==> src/rtl/sdram_port_arbiter_pkg.sv <==
// Shared types and helpers for the SDRAM port arbiter.
// State encoding and a constant-time log2 used for sizing.
package sdram_port_arbiter_pkg;

    typedef enum logic {
        ST_IDLE  = 1'b0,
        ST_GRANT = 1'b1
    } state_e;

    function automatic int clog2(input int value);
        int r;
        r = 0;
        for (int i = 0; i < 31; i++) begin
            if ((1 << i) < value) r = i + 1;
        end
        return r;
    endfunction

endpackage

==> src/rtl/port_owner_fifo.sv <==
// In-order FIFO remembering which port issued each outstanding read burst.
// Depth is 2**AW; push is ignored when full, pop when empty.
module port_owner_fifo #(
    parameter int W  = 1,
    parameter int AW = 2
) (
    input  logic         clk,
    input  logic         rst,
    input  logic         push,
    input  logic         pop,
    input  logic [W-1:0] din,
    output logic [W-1:0] dout,
    output logic         full,
    output logic         empty
);

    localparam int DEPTH = 1 << AW;

    logic [W-1:0]  mem_q [DEPTH];
    logic [W-1:0]  mem_d [DEPTH];
    logic [AW-1:0] wptr_q, wptr_d;
    logic [AW-1:0] rptr_q, rptr_d;
    logic [AW:0]   cnt_q, cnt_d;
    logic          do_push, do_pop;

    assign full    = (cnt_q == (AW + 1)'(DEPTH));
    assign empty   = (cnt_q == '0);
    assign dout    = mem_q[rptr_q];
    assign do_push = push & ~full;
    assign do_pop  = pop & ~empty;

    always_comb begin
        mem_d  = mem_q;
        wptr_d = wptr_q;
        rptr_d = rptr_q;
        cnt_d  = cnt_q;
        if (do_push) begin
            mem_d[wptr_q] = din;
            wptr_d        = wptr_q + AW'(1);
        end
        if (do_pop) begin
            rptr_d = rptr_q + AW'(1);
        end
        if (do_push && !do_pop) begin
            cnt_d = cnt_q + (AW + 1)'(1);
        end else if (!do_push && do_pop) begin
            cnt_d = cnt_q - (AW + 1)'(1);
        end
    end

    always_ff @(posedge clk) begin
        mem_q <= mem_d;
        if (rst) begin
            wptr_q <= '0;
            rptr_q <= '0;
            cnt_q  <= '0;
        end else begin
            wptr_q <= wptr_d;
            rptr_q <= rptr_d;
            cnt_q  <= cnt_d;
        end
    end

endmodule

==> src/rtl/sdram_port_arbiter.sv <==
// Round-robin arbiter between wb_port clients and one SDRAM controller.
// Commands go to the granted port; read beats follow an owner FIFO.
module sdram_port_arbiter
    import sdram_port_arbiter_pkg::*;
#(
    parameter int NR_PORTS   = 2,
    parameter int DQ_WIDTH   = 16,
    parameter int BURST_LEN  = 8,
    parameter int RD_FIFO_AW = 2,
    parameter int MAX_CMDS   = 4
) (
    input  logic                         sdram_clk,
    input  logic                         sdram_rst,
    input  logic [NR_PORTS-1:0]          p_acc_i,
    input  logic [NR_PORTS-1:0]          p_we_i,
    input  logic [32*NR_PORTS-1:0]       p_adr_i,
    input  logic [DQ_WIDTH*NR_PORTS-1:0] p_dat_i,
    input  logic [2*NR_PORTS-1:0]        p_sel_i,
    input  logic [NR_PORTS-1:0]          p_dv_i,
    output logic [NR_PORTS-1:0]          p_ack_o,
    output logic [NR_PORTS-1:0]          p_vld_o,
    output logic [DQ_WIDTH-1:0]          p_dat_o,
    output logic [31:0]                  p_adr_o,
    output logic                         acc_o,
    output logic                         we_o,
    output logic [31:0]                  adr_o,
    output logic [DQ_WIDTH-1:0]          dat_o,
    output logic [1:0]                   sel_o,
    output logic                         dv_o,
    input  logic                         ack_i,
    input  logic                         vld_i,
    input  logic [31:0]                  adr_i,
    input  logic [DQ_WIDTH-1:0]          dat_i,
    output logic                         err_o
);

    localparam int PW = (clog2(NR_PORTS) > 0) ? clog2(NR_PORTS) : 1;
    localparam int BW = (clog2(BURST_LEN) > 0) ? clog2(BURST_LEN) : 1;
    localparam int CW = clog2(MAX_CMDS + 1);

    localparam logic [BW-1:0] LAST_BEAT = BW'(BURST_LEN - 1);
    localparam logic [CW-1:0] CMD_LIMIT = CW'(MAX_CMDS);
    localparam logic [PW-1:0] LAST_RST  = PW'(NR_PORTS - 1);

    state_e        state_q, state_d;
    logic [PW-1:0] gnt_q, gnt_d;
    logic [PW-1:0] last_q, last_d;
    logic [CW-1:0] ncmd_q, ncmd_d;
    logic [BW-1:0] beat_q, beat_d;
    logic          err_q, err_d;

    logic [NR_PORTS-1:0][31:0]         adr_v;
    logic [NR_PORTS-1:0][DQ_WIDTH-1:0] dat_v;
    logic [NR_PORTS-1:0][1:0]          sel_v;

    logic          granted;
    logic          hs;
    logic          beat_ok;
    logic          f_push, f_pop, f_full, f_empty;
    logic [PW-1:0] f_head;

    assign adr_v = p_adr_i;
    assign dat_v = p_dat_i;
    assign sel_v = p_sel_i;

    // First requester strictly after the previous owner, wrapping around.
    function automatic logic [PW-1:0] rr_pick(
        input logic [NR_PORTS-1:0] req,
        input logic [PW-1:0]       last
    );
        logic [PW-1:0] pick;
        logic [PW-1:0] idx;
        pick = last;
        for (int i = NR_PORTS; i >= 1; i--) begin
            idx = PW'((int'(last) + i) % NR_PORTS);
            if (req[idx]) pick = idx;
        end
        return pick;
    endfunction

    always_comb begin
        granted = (state_q == ST_GRANT);
        acc_o   = 1'b0;
        we_o    = 1'b0;
        adr_o   = '0;
        dat_o   = '0;
        sel_o   = '0;
        dv_o    = 1'b0;
        p_ack_o = '0;
        if (granted) begin
            // Reads stall while every owner slot is taken; writes need none.
            acc_o   = p_acc_i[gnt_q] & ~(~p_we_i[gnt_q] & f_full);
            we_o    = p_we_i[gnt_q];
            adr_o   = adr_v[gnt_q];
            dat_o   = dat_v[gnt_q];
            sel_o   = sel_v[gnt_q];
            dv_o    = p_dv_i[gnt_q];
            p_ack_o = NR_PORTS'(ack_i) << gnt_q;
        end
        hs = acc_o & ack_i;
    end

    assign beat_ok = vld_i & ~f_empty;
    assign f_push  = hs & ~we_o;
    assign f_pop   = beat_ok & (beat_q == LAST_BEAT);
    assign p_vld_o = beat_ok ? (NR_PORTS'(1) << f_head) : '0;
    assign p_dat_o = dat_i;
    assign p_adr_o = adr_i;
    assign err_o   = err_q;

    port_owner_fifo #(
        .W  (PW),
        .AW (RD_FIFO_AW)
    ) u_owner_fifo (
        .clk   (sdram_clk),
        .rst   (sdram_rst),
        .push  (f_push),
        .pop   (f_pop),
        .din   (gnt_q),
        .dout  (f_head),
        .full  (f_full),
        .empty (f_empty)
    );

    always_comb begin
        state_d = state_q;
        gnt_d   = gnt_q;
        last_d  = last_q;
        ncmd_d  = ncmd_q;
        beat_d  = beat_q;
        err_d   = err_q | (vld_i & f_empty);
        unique case (state_q)
            ST_IDLE: begin
                if (|p_acc_i) begin
                    gnt_d   = rr_pick(p_acc_i, last_q);
                    ncmd_d  = '0;
                    state_d = ST_GRANT;
                end
            end
            ST_GRANT: begin
                if (hs && ncmd_q != CMD_LIMIT) begin
                    ncmd_d = ncmd_q + CW'(1);
                end
                if (!p_acc_i[gnt_q] || (ncmd_q == CMD_LIMIT && !hs)) begin
                    last_d  = gnt_q;
                    state_d = ST_IDLE;
                end
            end
        endcase
        if (beat_ok) begin
            beat_d = (beat_q == LAST_BEAT) ? '0 : beat_q + BW'(1);
        end
    end

    always_ff @(posedge sdram_clk) begin
        if (sdram_rst) begin
            state_q <= ST_IDLE;
            gnt_q   <= '0;
            last_q  <= LAST_RST;
            ncmd_q  <= '0;
            beat_q  <= '0;
            err_q   <= 1'b0;
        end else begin
            state_q <= state_d;
            gnt_q   <= gnt_d;
            last_q  <= last_d;
            ncmd_q  <= ncmd_d;
            beat_q  <= beat_d;
            err_q   <= err_d;
        end
    end

endmodule

==> config.mk <==
export PLATFORM = sky130hd
export DESIGN_NAME = sdram_port_arbiter
export DESIGN_NICKNAME = d
export VERILOG_FILES = /design/src/rtl/sdram_port_arbiter_pkg.sv /design/src/rtl/port_owner_fifo.sv /design/src/rtl/sdram_port_arbiter.sv
export SDC_FILE = /design/constraint.sdc
export NUM_CORES = 1
export LEC_CHECK = 0
export ABC_AREA = 1
export CAP_MARGIN = 20
export CELL_PAD_IN_SITES_DETAIL_PLACEMENT = 0
export CELL_PAD_IN_SITES_GLOBAL_PLACEMENT = 1
export CORE_UTILIZATION = 17
export CTS_BUF_LIST = sky130_fd_sc_hd__clkbuf_4
export CTS_CLUSTER_DIAMETER = 80
export DETAILED_ROUTE_END_ITERATION = 8
export PLACE_DENSITY = 0.86
export SLEW_MARGIN = 20
export SYNTH_ARGS = -nofsm -noshare
export SYNTH_HDL_FRONTEND = slang
export SYNTH_SLANG_ARGS = --single-unit
==> constraint.sdc <==
create_clock -name sdram_clk -period 4.85 [get_ports sdram_clk]
set_input_delay 1.2125 -clock sdram_clk [delete_from_list [all_inputs] [get_ports sdram_clk]]
set_output_delay 1.2125 -clock sdram_clk [all_outputs]
set_load 0.01 [all_outputs]
## After elaboration in Yosys (flattened, before gate mapping)

Cells that the tools add are included.

| cells by class | value |
|---|---|
| $add $sub $neg | 8 |
| order comparisons | 6 |
| equality and inequality tests | 6 |
| shifts and indexed selects | 2 |
| multiplexer cells | 41 |
| bitwise operators | 18 |
| reductions and logical operators | 16 |

Operators by type and width:

| kind | count |
|---|---|
| $mux 32 | 3 |
| $mux 16 | 3 |
| $mux 1 | 20 |
| $mux 3 | 5 |
| $mux 2 | 5 |
| $add 3x1->3 const B | 3 |
| $and 1x1->1 | 9 |
| $eq 3x3->1 const B | 3 |
| $ge 3x3->1 const B | 2 |
| $lt 1x2->1 const B | 3 |
| $not 1->1 | 6 |
| $not 2->3 | 2 |
| $pmux 3 s2 | 1 |
| $reduce_and 2->1 | 3 |
| $logic_and 1x1->1 | 5 |
| $add 2x1->2 const B | 2 |
| $bwmux 4 | 1 |
| $logic_not 1->1 | 4 |
| $logic_not 3->1 | 1 |
| $lt 3x1->1 const B | 1 |
| $ne 3x3->1 const B | 1 |
| $sub 3x1->3 const B | 1 |
| $add 1x1->1 const B | 2 |
| $bmux 1 s2 | 1 |
| other kinds (10) | 10 |

| word-level totals | value |
|---|---|
| bits in registers | 21 |
| word-level logic and storage cells | 110 |

## Logic depth before layout (Yosys ltp)

| logic depth | value |
|---|---|
| depth after elaboration | 14 |
| depth in mapped cells | 15 |
| gate-level depth less buffers | 14 |

## Modules after synthesis

A second synthesis with hierarchy kept.

| unflattened totals | value |
|---|---|
| cell total of the unflattened synthesis | 383 |
| area total of the unflattened synthesis | 2258.4 um2 |

By module, submodules not included:

| module | instances | cells each | area an instance (um2) |
|---|---|---|---|
| sdram_port_arbiter | 1 | 306 | 1640.3 |
| port_owner_fifo | 1 | 77 | 618.1 |

## Worst setup path before layout

Ideal clock, no wire load.

| path | value |
|---|---|
| path type | in2out |
| start point | input p_acc_i[0] |
| end point | output acc_o |
| arrival time | 1.574 ns |
| setup slack | 2.063 ns |
| stages on the path | 4 |
| path buffers | 0 |
| path through | inv_1 > nand2_4 > nand3_1 > nor2_2 |

| between the ends | value |
|---|---|
| word-level cells in the longest chain between the ends | 4 |

Ends and longest elaborated chain:

| item | line | text |
|---|---|---|
| start, declared | sdram_port_arbiter.sv:14 | `input logic [NR_PORTS-1:0] p_acc_i,` |
| $mux 1 (not written as such) (2 in series) | sdram_port_arbiter.sv:92 | `acc_o = p_acc_i[gnt_q] & ~(~p_we_i[gnt_q] & f_full);` |
| $and 1x1->1 | sdram_port_arbiter.sv:92 |  |
| $mux 1 | sdram_port_arbiter.sv:90 | `if (granted) begin` |
| end, declared | sdram_port_arbiter.sv:24 | `output logic acc_o,` |

No other way between the ends. The select of a mux whose other input is x is not followed.

## Worst setup path in the final report

| path | value |
|---|---|
| start point | register gnt_q |
| end point | output adr_o[15] |

| between the ends | value |
|---|---|
| word-level cells in the longest chain between the ends | 3 |

Ends and longest elaborated chain:

| item | line | text |
|---|---|---|
| start, declared | sdram_port_arbiter.sv:46 | `logic [PW-1:0] gnt_q, gnt_d;` |
| start signal, assigned | sdram_port_arbiter.sv:165 | `gnt_q <= gnt_d;` |
| $mux 32 (not written as such) (2 in series) | sdram_port_arbiter.sv:94 | `adr_o = adr_v[gnt_q];` |
| $mux 32 | sdram_port_arbiter.sv:90 |  |
| end, declared | sdram_port_arbiter.sv:26 | `output logic [31:0] adr_o,` |

No other way between the ends. The select of a mux whose other input is x is not followed.

==> reports/metrics.yaml <==
drt:
  vias_per_cell: 4.01
  post_drt_wl_per_cell_um: 11.2
  drt_iter0_markers: 120
  wl_mm: 7.33
  remaining_drc_errors: 0
  dr.pass1.iters: 4
  ant_nets: 0
  via_count: 2636
cts:
  clk_latency_ns: 0.30
  htreeDepth: 1
  ctsLongestPathBuffers: 2
  path_clk_slew_ns: 0.12
  cts_resized: 0
  cts_buffers: 3
  clock-root-buffer: "clkbuf_4"
  cts_setup_buffers: 0
  cts_hold_buf: 0
  clkSinkCount: 21
  cts_tree: "yes"
floorplan:
  rows: 41
  die_h_um: 117
  num_io_pins: 264
  die_w_um: 117
  start_util_pct: 17.6
  coreArea_mm2: 0.0128
  fp.dieArea_mm2: 0.0137
pwr:
  irDropWorstVdd_uv: 60.9
  power_density_mw_per_mm2: 156
  p_leak_nw: 1.65
sta:
  rsz0062_at_grt: "no"
  fin_crit_sh_pct: 82.0
  maxSlewViolCount: 0
  slew-limit-headroom_pct: 39.8
  holdWs_ns: 0.462
  hold_violations: 0
  setup_violations: 0
  timing.fmax_ghz: 0.251
  worst_slack_ns: 0.871
  period_needed_ns: 3.98
  finalSetupTns_ns: 0
  finClkSkew_ns: 0.00123
  tightest_slew_ns: 0.897
global_routing:
  grt_pass1_wl_mm: 10.5
  grt_max_degree: 58
  antenna_found_initial: 0
  overflow: 0
  grt_pass1_vias: 2369
  grt_usage_pct: 9.52
setup_path:
  cp-end-kind: "output port"
  crit-reg2reg-launch: "granted"
  crit_required_ns: 3.64
  crit_path_frequent_cell: "nand2_1"
  critPathSlowestCell: "clkinv_1"
  worstPathArrival_ns: 2.77
  crit_type: "reg -> out"
  max_stage_delay_ns: 0.70
  r2r_cells: 13
  crit_path_start_kind: "flip-flop"
  cp_max_fo: 28
  r2r_slack_ns: 2.16
  path_cells: "buf_4, nand2_1, clkinv_1, buf_4, nand2_1, nand2_1, clkdlybuf4s50_1"
  rr_endpoint: "u_owner_fifo.cnt_q[2]"
placed_design:
  gp_congestion: 0.781
  dpl.hpwl_mm: 5.87
  port-buffer-count: 167
  post-place-ws_ns: 1.00
  place_area_mm2: 0.00372
synth:
  synth-simple-area-share_pct: 43.0
  synth_top_family_by_area: "simple AND/OR/NAND/NOR gates"
  syn_area_per_cell_um2: 5.96
  yosys_warnings: 0
  syn_area_mm2: 0.00225
  synth_seq_cells: 21
  syn_nets: 545
  syn_inst: 377
  synth_xor_area_share_pct: 0.780
  synth_compound_area_share_pct: 5.24
  synthAdderAreaFrac_pct: 5.91
  ys_types: 28
  ys_seq_area_share_pct: 20.5
  synth_mux_area_share_pct: 0
final_layout:
  drive_gt1_share_pct: 3.92
  syn_to_final_growth_pct: 66.8
  fin_area_mm2: 0.00375
  nNetsFinal: 654
  utilization_pct: 29.3
  num_antenna_cells: 0
  fillers: 1377
worst_hold_path:
  min-delay-path-class: "reg -> reg"
  min-delay-start: "last_q"
  min_path_cells: 2
  hold-path-endpoint: "last_q"
status:
  status: "finished, final reports clean"
flow_run:
  maxCapViolCount: 0
-- final cells by class --
cell class	instances	area [um2]	share of cell area, %
repair buffers	170	1690	45.2
multi-input cells	261	1230	32.9
flip-flops and latches	21	462	12.3
well taps	172	215	5.74
inverters	29	114	3.04
clock buffers	3	22.5	0.601
clock inverters	1	5.00	0.134
-- critical path, delay by kind of cell (launching register included) --
kind / cells / cell delay, ns
buffers and inverters: 4 / 1.87
DFF: 1 / 0.32
and+or+nand+nor: 3 / 0.26
-- worst max-delay path by stage --
stage	startpoint	endpoint	slack (ns)	depth (start not counted)
floorplan	p_acc_i[0]	acc_o	2.06	4
global placement	p_we_i[0]	we_o	1.00	6
detailed placement	p_we_i[0]	we_o	1.00	6
CTS	gnt_q	adr_o[15]	0.80	7
global route	gnt_q	adr_o[27]	0.66	7
finish	gnt_q	adr_o[15]	0.87	7
-- routing by layer --
metal / part of all wire [%] / vias up / track usage [%]
met1: 38 / 1135 / 9.98
met4: 1.5 / 0 / 2.36
met2: 50 / 136 / 17.7
met5: 0 / - / 0
met3: 11 / 14 / 3.81
li1: - / 1351 / -
-- power by group --
| group | switching (W) | leakage [nW] | internal [W] |
|---|---|---|---|
| clock | 0.0000551 | 0.0177 | 0.0000307 |
| combinational | 0.000127 | 1.45 | 0.000177 |
| sequential | 0.00000610 | 0.176 | 0.000187 |
-- cells by family (layout without fill, tap and decap cells) --
| family | count (synthesis) | count (layout) |
|---|---|---|
| simple gates | 228 | 228 |
| flops | 21 | 21 |
| fa+ha+maj | 10 | 10 |
| compound gates | 21 | 21 |
| xor+xnor | 2 | 2 |
| buf+inv | 95 | 203 |
-- metrics by stage --
stage | total power (W) | cells
floorplan | 0.000357 | 377
global route | 0.000624 | 657
finish | 0.000583 | 657
detailed placement | 0.000504 | 653
CTS | 0.000588 | 657
global placement | 0.000500 | 653
-- cell usage after synthesis --
cell | instances | area, um2
xor2_1 | 1 | 8.76
nor3_1 | 1 | 5.00
nor2_1 | 23 | 86.3
dfxtp_1 | 17 | 340
a21oi_1 | 9 | 45.0
nand2_2 | 1 | 6.26
buf_4 | 48 | 360
o211a_1 | 1 | 10.0
nand3_1 | 57 | 285
buf_6 | 1 | 11.3
nand3_2 | 2 | 20.0
nor2_2 | 3 | 18.8
a32oi_1 | 1 | 8.76
nand2_4 | 1 | 11.3
o21ai_0 | 9 | 45.0
inv_2 | 1 | 3.75
nor2_4 | 1 | 11.3
fa_1 | 1 | 20.0
a21oi_2 | 1 | 8.76
buf_2 | 2 | 10.0
xnor2_1 | 1 | 8.76
inv_6 | 1 | 8.76
edfxtp_1 | 4 | 120
clkinv_1 | 1 | 3.75
inv_1 | 26 | 97.6
nand2_1 | 139 | 522
ha_1 | 9 | 113
clkbuf_1 | 15 | 56.3
-- placed cells by master (no fill, tap or decap) --
cell type / n
a32oi_1: 1
inv_1: 26
xor2_1: 1
nand2_1: 139
inv_2: 1
nor2_1: 23
clkbuf_4: 3
o21ai_0: 9
edfxtp_1: 4
nor2_2: 3
ha_1: 9
dfxtp_1: 16
a21oi_1: 9
nand2_2: 1
o211a_1: 1
a21oi_2: 1
nor3_1: 1
nand3_2: 2
clkinv_1: 1
inv_6: 1
buf_4: 3
clkdlybuf4s50_1: 167
nor2_4: 1
clkinv_2: 1
nand2_4: 1
dfxtp_2: 1
xnor2_1: 1
fa_1: 1
nand3_1: 57
-- sequential cells by signal, indices dropped and copies added (netlist names) --
name / count
granted: 1
u_owner_fifo.rptr_q: 2
gnt_q: 1
u_owner_fifo.wptr_q: 2
err_o: 1
u_owner_fifo.mem_q: 4
beat_q: 3
u_owner_fifo.cnt_q: 3
ncmd_q: 3
last_q: 1
No activity file was read; power rests on OpenSTA's default activity.
